**config.mk**
```make
export PLATFORM = sky130hd
export DESIGN_NAME = fwd_scoreboard_unit
export DESIGN_NICKNAME = d
export VERILOG_FILES = /design/src/rtl/fwd_scoreboard_unit.sv
export SDC_FILE = /design/constraint.sdc
export NUM_CORES = 1
export LEC_CHECK = 0
export BUFFER_PORTS_ARGS = -buffer_cell sky130_fd_sc_hd__buf_4
export CAP_MARGIN = 20
export CORE_AREA = 10 10 133 135
export CTS_CLUSTER_DIAMETER = 80
export DETAILED_ROUTE_END_ITERATION = 10
export DIE_AREA = 0 0 143 145
export PLACE_DENSITY = 0.71
export SKIP_CTS_REPAIR_TIMING = 1
export SLEW_MARGIN = 25
export SYNTH_ARGS = -nofsm -noshare
export SYNTH_HDL_FRONTEND = slang
export SYNTH_SLANG_ARGS = --single-unit
```
**constraint.sdc**
```tcl
create_clock -name clk -period 5.1 [get_ports clk]
set_input_delay 0.51 -clock clk [delete_from_list [all_inputs] [get_ports clk]]
set_output_delay 0.51 -clock clk [all_outputs]
set_load 0.005 [all_outputs]
```
**src/rtl/fwd_scoreboard_unit.sv**
```systemverilog
// Operand forwarding unit: tracks the destination tags of in-flight instructions,
// picks the youngest matching result for each ID source operand and flags load-use stalls.
module fwd_scoreboard_unit #(
    parameter int XLEN     = 32,
    parameter int REG_AW   = 5,
    parameter int NUM_SRC  = 2,
    parameter int DEPTH    = 2,
    parameter int LOAD_LAT = 1,
    parameter int CNT_W    = 16
) (
    input  logic                      clk,
    input  logic                      rst_n,
    input  logic                      id_valid,
    input  logic [NUM_SRC*REG_AW-1:0] id_rs,
    input  logic [NUM_SRC-1:0]        id_rs_used,
    input  logic [NUM_SRC*XLEN-1:0]   rf_data,
    input  logic                      id_regwrite,
    input  logic [REG_AW-1:0]         id_rd,
    input  logic [1:0]                id_memtoreg,
    input  logic                      pipe_hold,
    input  logic                      flush,
    input  logic [DEPTH*XLEN-1:0]     stage_alu,
    input  logic [DEPTH*XLEN-1:0]     stage_rdata,
    input  logic [DEPTH*XLEN-1:0]     stage_pcn,
    output logic [NUM_SRC*XLEN-1:0]   fwd_data,
    output logic [NUM_SRC-1:0]        fwd_hit,
    output logic                      stall,
    output logic [CNT_W-1:0]          stall_cnt
);

    localparam int IDX_W = (DEPTH > 1) ? $clog2(DEPTH) : 1;

    logic [DEPTH-1:0]  v_r;
    logic [REG_AW-1:0] rd_r  [DEPTH];
    logic [1:0]        sel_r [DEPTH];
    logic [CNT_W-1:0]  cnt_r;
    logic [NUM_SRC-1:0] haz_s;
    logic              stall_s;

    // Operand selection: scan oldest to youngest so the youngest match overrides.
    always_comb begin
        fwd_data = rf_data;
        fwd_hit  = {NUM_SRC{1'b0}};
        haz_s    = {NUM_SRC{1'b0}};
        for (int i = 0; i < NUM_SRC; i++) begin
            logic             found;
            logic [IDX_W-1:0] win;
            logic             m;
            logic [1:0]       sel;
            found = 1'b0;
            win   = {IDX_W{1'b0}};
            for (int k = DEPTH - 1; k >= 0; k--) begin
                m = id_rs_used[i]
                    && (id_rs[i*REG_AW +: REG_AW] != {REG_AW{1'b0}})
                    && v_r[k]
                    && (rd_r[k] == id_rs[i*REG_AW +: REG_AW]);
                found = found | m;
                win   = m ? IDX_W'(k) : win;
            end
            sel        = sel_r[win];
            fwd_hit[i] = found;
            haz_s[i]   = found && (sel == 2'b01) && (win < IDX_W'(LOAD_LAT));
            if (found) begin
                case (sel)
                    2'b01:   fwd_data[i*XLEN +: XLEN] = stage_rdata[win*XLEN +: XLEN];
                    2'b10:   fwd_data[i*XLEN +: XLEN] = stage_pcn[win*XLEN +: XLEN];
                    default: fwd_data[i*XLEN +: XLEN] = stage_alu[win*XLEN +: XLEN];
                endcase
            end else begin
                fwd_data[i*XLEN +: XLEN] = rf_data[i*XLEN +: XLEN];
            end
        end
    end

    // An older non-hazard match cannot hide a younger hazard since only the winner is examined.
    assign stall_s   = id_valid & (|haz_s);
    assign stall     = stall_s;
    assign stall_cnt = cnt_r;

    // Tag pipeline: shift on every unfrozen edge; stalled or flushed slots become bubbles.
    always_ff @(posedge clk or negedge rst_n) begin
        if (!rst_n) begin
            v_r <= {DEPTH{1'b0}};
            for (int k = 0; k < DEPTH; k++) begin
                rd_r[k]  <= {REG_AW{1'b0}};
                sel_r[k] <= 2'b00;
            end
        end else if (!pipe_hold) begin
            for (int k = 1; k < DEPTH; k++) begin
                v_r[k]   <= v_r[k-1];
                rd_r[k]  <= rd_r[k-1];
                sel_r[k] <= sel_r[k-1];
            end
            v_r[0]   <= id_valid & id_regwrite & ~stall_s & ~flush;
            rd_r[0]  <= id_rd;
            sel_r[0] <= id_memtoreg;
        end
    end

    // Saturating stall-cycle counter; frozen cycles are not counted.
    always_ff @(posedge clk or negedge rst_n) begin
        if (!rst_n) begin
            cnt_r <= {CNT_W{1'b0}};
        end else if (!pipe_hold && stall_s && (cnt_r != {CNT_W{1'b1}})) begin
            cnt_r <= cnt_r + CNT_W'(1);
        end
    end

endmodule

```
-- Yosys cells after proc, flatten, opt, wreduce, memory -nomap -nowiden
Cells that the tools add are included.
- muxes and demuxes: 14
- bitwise gates (word level): 10
- $add $sub $neg: 1
- reductions and logical operators: 20
- shift operators: 6
- equality and inequality tests: 9
- magnitude comparators: 4
- operator list (operator ; number):
    $shiftx 64x7->32 ; 6
    $pmux 32 s2 ; 2
    $mux 32 ; 2
    $eq 5x5->1 ; 4
    $add 16x1->16 const B ; 1
    $logic_and 1x1->1 ; 16
    $ne 16x16->1 const B ; 1
    $mux 2 ; 6
    $reduce_bool 5->1 ; 2
    $and 1x1->1 ; 4
    $eq 2x1->1 const B ; 2
    $eq 2x2->1 const B ; 2
    $ge 2x2->1 const B ; 2
    $mux 1 ; 4
    $not 1->2 ; 2
    $lt 1x1->1 const B ; 2
    $not 1->1 ; 2
    $or 1x1->1 ; 2
    $reduce_or 2->1 ; 1
    $logic_not 1->1 ; 1
- bits in registers: 32
- input bits: 281
- logic and storage cells: 70

-- Longest topological paths before layout
Gate-level depths: netlist of run 1.
- depth after elaboration: 18
- depth in mapped cells: 15

-- Worst setup path before layout of run 1
No wires, ideal clock.
- path type: in2out
- start point: input port id_rs[1]
- end point: output port fwd_data[22]
- data arrival time: 3398 ps
- slack: 1192 ps
- stages on the path: 14
- path buffers: 4
- cells stage by stage: or4_1 > nor2_2 > nor3_4 > clkbuf_1 > nor2_2 > mux2_2 > ha_1 > clkbuf_1 > clkbuf_1 > clkbuf_1 > nand2_1 > o21ai_0 > nand2_1 > o21ai_0
- word-level cells in the longest chain between the ends: 13
- elaborated cells between the ends (all ways): 22
- those cells by class: eq/ne: 4; shift: 3; mux: 7; bitwise: 2; reduce/logical: 6
- ends and longest elaborated chain (element ; RTL line ; text):
    from (decl) ; 14 ; input logic [NUM_SRC*REG_AW-1:0] id_rs,
    branches (longest 12 deep; another with $shiftx 64x7->32) ; n/a ;
    $mux 32 (*) ; 63 ; if (found) begin
    to (decl) ; 25 ; output logic [NUM_SRC*XLEN-1:0] fwd_data,
Mark *: on every way between the ends. The select of a mux whose other input is x is not followed.

-- Worst setup path in the final report of run 1
- start point: input port id_rs[6]
- end point: output port fwd_data[54]
Same word-level chain as after synthesis.

==> flow_summary.ini, run 1 <==
[synthesis]
synth.most_common_cell = a22oi_1
yosysWarnings = 0
synth_cell_types = 37
async_flop_share_pct = 100
netlist.area_leader.share_pct = 17.7
synth.avg_cell_area_um2 = 6.60
netlist_top_cells_count = 128 x a22oi_1, 104 x nand2_1, 98 x nor2_1, 97 x a21oi_1, 88 x o21ai_0
synth-seq-cells = 32
synth_fp_nets = 1110
synth.area.top_cells = a22oi_1 18%, dfrtp_1 15%, a21oi_1 8.9%, o21ai_0 8.1%, nand2_1 7.2%
netlist_instances = 824
ys_seq_area_share_pct = 14.7
syn-cell-area_um2 = 5440
synth_edf_count = 0
ys.flop_type = dfrtp_1
yosys.area.top_type = a22oi_1

[route]
antenna_left = 0
drc = 0
viasPerCell = 5.92
wirelength_mm = 31.6
drt_first_pass_iters = 6
drtIter0Drc = 661
wl_per_cell_um = 23.9
num_vias = 7811

[timing]
worst_slew_pin_slew_ns = 0.816
finalCriticalPeriod_ns = 4.37
fmax_ghz = 0.229
fin_crit_sh_pct = 85.6
setup_tns_ns = 0
final_max_slew_viol_count = 0
grt_setup_unrepaired = no
finalHoldViolCount = 0
fin_ws_ns = 0.734
finClkSkew_ns = 0.00902
max_slew_margin_pct = 45.6
fin_hold_ws_ns = 0.156
finalSetupViolCount = 0

[floorplanning]
chipWidth_um = 143
io_pins = 364
die-height_um = 145
die-area_um2 = 20700
fp.coreArea_um2 = 15000
rows = 45
initial_core_util_pct = 36.2

[global_routing]
antenna_found_initial = 4
grt_pass1_wl_mm = 46.4
grt_pass1_vias = 7819
grt_max_degree = 67
track_usage_pct = 28.2
overflow = 0

[cells_and_area]
nets = 1414
area_growth_pct = 54.0
final_cells = 1319
drive_above_1_share_pct = 37.3
design_area_um2 = 8370
final_util_pct = 55.7
fill_cells = 1523

[cts]
clock_sinks = 32
cts-root-buf = clkbuf_16
h-tree-depth = 2
clockBufferDepth = 2
clkSlewWorstSetupHoldPaths_ns = 0.06
cts_tree = built
clk_latency_ns = 0.28
cts_buffers = 5

[place]
place.gp.congestion = 0.938
port_buffers = 363
hpwl_mm = 25.1
place_area_um2 = 8220
place_ws_ns = 0.753
dp.cells = 1309

[hold_path]
hold_class = in -> async

[flow_run]
maxCapViolCount = 0

[critical_path]
path_class = in -> out
cp_data_required_time_ns = 4.59
worstPathMaxFanout = 64
endpoint_kind = output port
cp.arrival_ns = 3.86
cp-start-kind = input port

[outcome]
outcome = finished clean

[power]
p_total_mw = 1.40
ir_worst_vdd_uv = 139
total_leakage_power_nw = 3.93
power_density_nw_per_um2 = 167
## state kept, by name (all words and copies together), names as in the netlist
register   flops
v_r            2
rd_r          10
sel_r          4
stall_cnt     16
## power by group
group          internal, mW  switching (mW)
Clock                 0.179           0.110
Combinational         0.377           0.444
Sequential            0.269          0.0188
## logic make-up after synthesis
family | Yosys count | synth area share (%)
multiplexers | 54 | 10.5
adder cells (fa/ha/maj) | 5 | 1.15
AO/OA/AOI/OAI | 356 | 40.5
flip-flops | 32 | 14.7
buffers and inverters | 88 | 6.98
XOR/XNOR | 35 | 5.64
AND/OR/NAND/NOR | 254 | 20.5
## placed cells by master, fill, tap and decap left out, types with 3 or more instances in the layout
master	Yosys	routed
a211oi_1	32	32
a21oi_1	97	97
a22oi_1	128	128
and4_1	3	3
buf_4	0	381
clkbuf_16	0	5
dfrtp_1	32	32
inv_1	3	3
mux2_2	18	18
mux2i_1	35	35
nand2_1	104	103
nand3_1	8	8
nand4_1	9	9
nor2_1	98	98
nor3_1	8	8
nor4_1	6	6
o21ai_0	88	88
o21ai_1	9	9
or4_1	3	3
xnor2_1	15	15
xor2_1	20	20
## cell type report
type	instances	area [um2]	share of cell area (%)
multi-input cells	704	4290	51.3
clock inverters	3	18.8	0.224
repair buffers	382	2880	34.4
flip-flops and latches	32	801	9.57
inverters	3	11.3	0.135
well taps	188	235	2.81
clock buffers	5	125	1.49
diodes	2	5.00	0.0598
## final timing paths
path | startpoint | to | slack [ns] | depth (start not counted)
max in group asynchronous | rst_n | sel_r[2] | 4.64 | 1
min in group clk | id_rd[1] | rd_r[6] | 0.46 | 2
worst min-delay path | rst_n | stall_cnt[0] | 0.16 | 1
worst max register to register | rd_r[3] | stall_cnt[1] | 1.73 | 11
worst min register to register | stall_cnt[6] | stall_cnt[6] | 0.51 | 1
worst max-delay path | id_rs[6] | fwd_data[54] | 0.73 | 13
## per-layer routing
metal,GRT usage [%],part of all wire (%),routed length [um]
met5,0,0.041,13
met4,17.2,6.7,2110
met3,9.75,11,3400
met2,47.7,48,15000
met1,29.2,35,11000
## worst max-delay path: stages
cell	delay [ns]
buf_4	0.12
or4_1	0.56
o2111a_1	0.31
a21oi_1	0.26
mux2i_1	0.35
ha_4	0.72
a22oi_1	0.21
nor2_1	0.13
a21oi_1	0.05
nor2_1	0.10
a21oi_1	0.05
a21oi_1	0.30
buf_4	0.17
(Power assumes the default switching activity.)
==> run 2: changes to the inputs <==
CELL_PAD_IN_SITES_DETAIL_PLACEMENT = 0   (was default)
CELL_PAD_IN_SITES_GLOBAL_PLACEMENT = 2   (was default)
CORE_AREA = default   (was 10 10 133 135)
CORE_MARGIN = 10   (was default)
CORE_UTILIZATION = 21   (was default)
DIE_AREA = default   (was 0 0 143 145)
PLACE_DENSITY = 0.84   (was 0.71)
==> run 2 against run 1 <==
Setup slack better by 0.056 ns. Count of clock-buffer cells in the layout unchanged. Critical path depth up 1. Combinational power up 0.5%. First-iteration DRC count down 34%. Sequential power about the same. Register-to-register slack worse by 0.07 ns. Clock power up 16%. Die area up 58%. Global-route usage down 11 points. Power up 3.6%. Critical endpoint is now fwd_data[58].
==> flow_summary.ini, run 2 (same netlist as run 1, synthesis figures left out) <==
[cells_and_area]
drive_above_1_share_pct = 37.3
largest_reg_flops = 16
final_common_cell = buf_4
area_growth_pct = 59.1
final_cell_mix = 376 x buf_4, 128 x a22oi_1, 103 x nand2_1
nets = 1415
design_area_um2 = 8650

[floorplanning]
die-height_um = 181
initial_core_util_pct = 21.5
io_pins = 364
die-area_um2 = 32700
chipWidth_um = 181
fp.coreArea_um2 = 25300
rows = 58

[critical_path]
cp_num_buf_inv = 3
path_cells = buf_4 -> or4_1 -> o2111a_1 -> a21oi_1 -> mux2i_1 -> ha_4 -> buf_4 -> a22oi_1 -> nor2_1 -> a21oi_1 -> nor2_1 -> a21oi_1 -> a21oi_1 -> buf_4
cpMostUsedCell = a21oi_1
cp.arrival_ns = 3.80
cp_data_required_time_ns = 4.59
endpoint_kind = output port
rrSetupSlack_ns = 1.66
path_delay_family = compound AO/OA/AOI/OAI gates
r2r_cells = 12
worstPathMaxFanout = 44
path_class = in -> out
worst-path-stages = 14
cpPeakStageDelay_ns = 0.56
cp-start-kind = input port
crit_slowest_cell = or4_1

[cts]
cts_tree = built
cts_buffers = 5
clock_sinks = 32
cts-root-buf = clkbuf_16
clockBufferDepth = 2
clkSlewWorstSetupHoldPaths_ns = 0.05
clk_latency_ns = 0.27
h-tree-depth = 2

[power]
ir_worst_vdd_uv = 138
power_density_nw_per_um2 = 168
total_leakage_power_nw = 3.96

[timing]
finalSetupViolCount = 0
fin_crit_sh_pct = 84.5
worst_slew_pin_slew_ns = 0.808
fin_ws_ns = 0.790
final_max_slew_viol_count = 0
finClkSkew_ns = 0.00364
max_slew_margin_pct = 46.2
fin_hold_ws_ns = 0.160
grt_setup_unrepaired = no
setup_tns_ns = 0
finalHoldViolCount = 0
fmax_ghz = 0.232
finalCriticalPeriod_ns = 4.31

[route]
drc = 0
num_vias = 7493
viasPerCell = 5.13
wl_per_cell_um = 21.3
drt_first_pass_iters = 5
wirelength_mm = 31.2
drtIter0Drc = 438
antenna_left = 0

[place]
place.gp.congestion = 0.882
port_buffers = 363
hpwl_mm = 24.1
place_ws_ns = 0.766
place_area_um2 = 8480

[hold_path]
hold_class = in -> async

[global_routing]
grt_pass1_vias = 7699
overflow = 0
grt_pass1_wl_mm = 46.9
track_usage_pct = 17.7
grt_max_degree = 67
antenna_found_initial = 1

[outcome]
outcome = finished clean

[flow_run]
maxCapViolCount = 0
-- run 2: cell types whose count changed in the layout (fill, tap and decap cells not counted), sizes merged --
cell	change
buf	+1
bufinv	+1
clkinv	-2
clkinvlp	+1
diode	-1
-- run 2: layout make-up --
type	count	area, um2
Clock buffer	5	125
Inverter	3	11.3
Fill cell	2816	16700
Timing Repair Buffer	383	2960
Multi-Input combinational cell	704	4290
Sequential cell	32	801
Tap cell	330	413
Antenna cell	1	2.50
Clock inverter	3	42.5
-- run 2: worst register-to-register path, delay by kind of cell, from the launching register on --
kind                       cells  cell delay (ns)
muxes                          2             0.71
DFF                            1             0.42
adders and majority gates      1             0.20
and+or+nand+nor                4             1.08
AOI/OAI and AO/OA              2             0.46
xor gates and xnor gates       1             0.16
buffers and inverters          2             0.29
-- run 2: per-layer routing --
metal	part of all wire (%)	vias up	track usage (%)
met4	1.6	0	3.31
met3	7.7	29	4.12
met1	41	3488	21.6
met5	0	-	0
li1	-	3669	-
met2	50	307	31.2
-- run 2: through the flow --
| stage | std cells | utilization [%] | power, mW |
|---|---|---|---|
| floorplan | 824 | - | 0.712 |
| global placement | 1452 | 33.5 | 1.12 |
| detailed placement | 1452 | 33.5 | 1.13 |
| CTS | 1460 | 34.1 | 1.46 |
| global route | 1461 | 34.1 | 1.56 |
| finish | 1461 | 34.1 | 1.45 |
-- run 2: path summary, 6_finish.rpt --
kind | startpoint | end
hold / removal | rst_n | stall_cnt[7]
hold reg to reg | stall_cnt[7] | stall_cnt[7]
min in group clk | id_rd[3] | rd_r[8]
setup / recovery | id_rs[6] | fwd_data[58]
setup reg to reg | rd_r[2] | stall_cnt[1]
max in group asynchronous | rst_n | sel_r[2]
-- run 2: report_power, final --
| part | switching (mW) | total [mW] | internal, mW |
|---|---|---|---|
| Combinational | 0.433 | 0.826 | 0.393 |
| Sequential | 0.0194 | 0.289 | 0.269 |
| Clock | 0.105 | 0.334 | 0.229 |
==> run 3: changes to the inputs <==
clock period = 4.1 ns   (was 5.1 ns; I/O delays follow)
==> run 3 against run 2 <==
Utilization increased by 0.33 points. Global-route usage decreased by 0.43 points. Count of clock-buffer cells in the layout increased by 2. Combinational power increased by 26%. Critical path depth decreased by 1. Clock power increased by 13%. Largest power group unchanged. Sequential power increased by 24%. Sequential share of layout area decreased by 0.088 points. First-iteration DRC count increased by 9.1%. Die area unchanged. Power increased by 23%.
==> flow_summary.ini, run 3 (same netlist as run 1, synthesis figures left out) <==
[timing]
fmax_ghz = 0.261
finalCriticalPeriod_ns = 3.84
fin_hold_ws_ns = 0.0622
fin_crit_sh_pct = 93.6
finClkSkew_ns = 0.00462
max_slew_margin_pct = 47.9
worst_slew_pin_slew_ns = 0.782
grt_setup_unrepaired = no
finalSetupViolCount = 0
fin_ws_ns = 0.262
setup_tns_ns = 0
final_max_slew_viol_count = 0
finalHoldViolCount = 0

[critical_path]
endpoint_kind = output port
cp-start-kind = input port
cp.arrival_ns = 3.43
worstPathMaxFanout = 80
path_class = in -> out
cp_data_required_time_ns = 3.69

[route]
drtIter0Drc = 478
drt_first_pass_iters = 5
viasPerCell = 5.17
wl_per_cell_um = 21.1
wirelength_mm = 30.9
num_vias = 7584
antenna_left = 0
drc = 0

[hold_path]
hold_class = in -> async

[cells_and_area]
final_cell_mix = 377 x buf_4, 128 x a22oi_1, 103 x nand2_1
final_cells = 1466
area_growth_pct = 60.6
largest_reg_flops = 16
nets = 1420
final_common_cell = buf_4
drive_above_1_share_pct = 37.6
design_area_um2 = 8730
final_util_pct = 34.5

[floorplanning]
fp.coreArea_um2 = 25300
rows = 58
initial_core_util_pct = 21.5
chipWidth_um = 181
die-height_um = 181
io_pins = 364
die-area_um2 = 32700

[power]
power_density_nw_per_um2 = 204
internal_power_mw = 1.09
ir_worst_vdd_uv = 174
p_clk_share_pct = 21.2
total_leakage_power_nw = 3.99
switching_share_pct = 38.7
power.switching_mw = 0.690
power.share.sequential_pct = 20.2
pwr-share-comb_pct = 58.6
p_total_mw = 1.78

[place]
port_buffers = 363
dp.cells = 1453
place_ws_ns = 0.102
hpwl_mm = 23.7
place_area_um2 = 8520
place.gp.congestion = 0.875

[global_routing]
track_usage_pct = 17.3
grt_pass1_vias = 7549
grt_max_degree = 81
antenna_found_initial = 2
overflow = 0
grt_pass1_wl_mm = 45.9

[flow_run]
maxCapViolCount = 0

[cts]
cts-root-buf = clkbuf_16
clkSlewWorstSetupHoldPaths_ns = 0.05
h-tree-depth = 2
clk_latency_ns = 0.27
clockBufferDepth = 2
clock_sinks = 32
cts_tree = built
cts_buffers = 5

[outcome]
outcome = finished clean
-- run 3: changes by cell type in the layout (fill, tap and decap cells not counted), sizes merged --
| cell | delta |
|---|---|
| buf | +5 |
| bufinv | -1 |
| clkbuf | +2 |
| clkinv | -1 |
| clkinvlp | -1 |
| diode | +1 |
-- run 3: worst max-delay path, cell delays in order --
cell and delay (ns):
buf_4 0.12, or4_1 0.56, o2111a_1 0.29, a21oi_1 0.26
mux2_2 0.41, ha_4 0.31, buf_12 0.27, nor2_1 0.09
a21oi_1 0.14, nor2_1 0.08, a21oi_1 0.16, a21oi_1 0.08
buf_4 0.15
-- run 3: path summary, 6_finish.rpt --
| kind | from | endpoint | slack, ns | cells after the start |
|---|---|---|---|---|
| worst min register to register | stall_cnt[6] | stall_cnt[6] | 0.50 | 1 |
| worst min-delay path | rst_n | stall_cnt[1] | 0.06 | 1 |
| worst max register to register | rd_r[2] | stall_cnt[1] | 0.67 | 12 |
| max in group asynchronous | rst_n | rd_r[9] | 3.75 | 1 |
| worst max-delay path | id_rs[6] | fwd_data[34] | 0.26 | 13 |
| min in group clk | id_memtoreg[1] | sel_r[3] | 0.37 | 2 |
-- run 3: power groups by stage --
stage | Combinational (mW) | Clock, mW | Sequential (mW)
global route | 1.16 | 0.400 | 0.363
detailed placement | 1.04 | 0 | 0.365
CTS | 1.04 | 0.387 | 0.359
global placement | 1.04 | 0 | 0.364
finish | 1.04 | 0.377 | 0.359
floorplan | 0.528 | 0 | 0.357
-- run 3: per-layer routing --
metal  routed length [um]  vias to the layer above  global-route usage (%)
li1                     -                     3675                       -
met1                12700                     3574                    21.0
met2                15200                      314                    30.1
met3                 2640                       21                    4.72
met4                  407                        0                    2.69
met5                    0                        -                       0
-- run 3: final cells by class --
| type | count | area [um2] |
|---|---|---|
| Multi-Input combinational cell | 704 | 4290 |
| Sequential cell | 32 | 801 |
| Inverter | 3 | 11.3 |
| Tap cell | 330 | 413 |
| Timing Repair Buffer | 388 | 3060 |
| Clock buffer | 7 | 153 |
| Antenna cell | 2 | 5.00 |
| Fill cell | 2811 | 16600 |
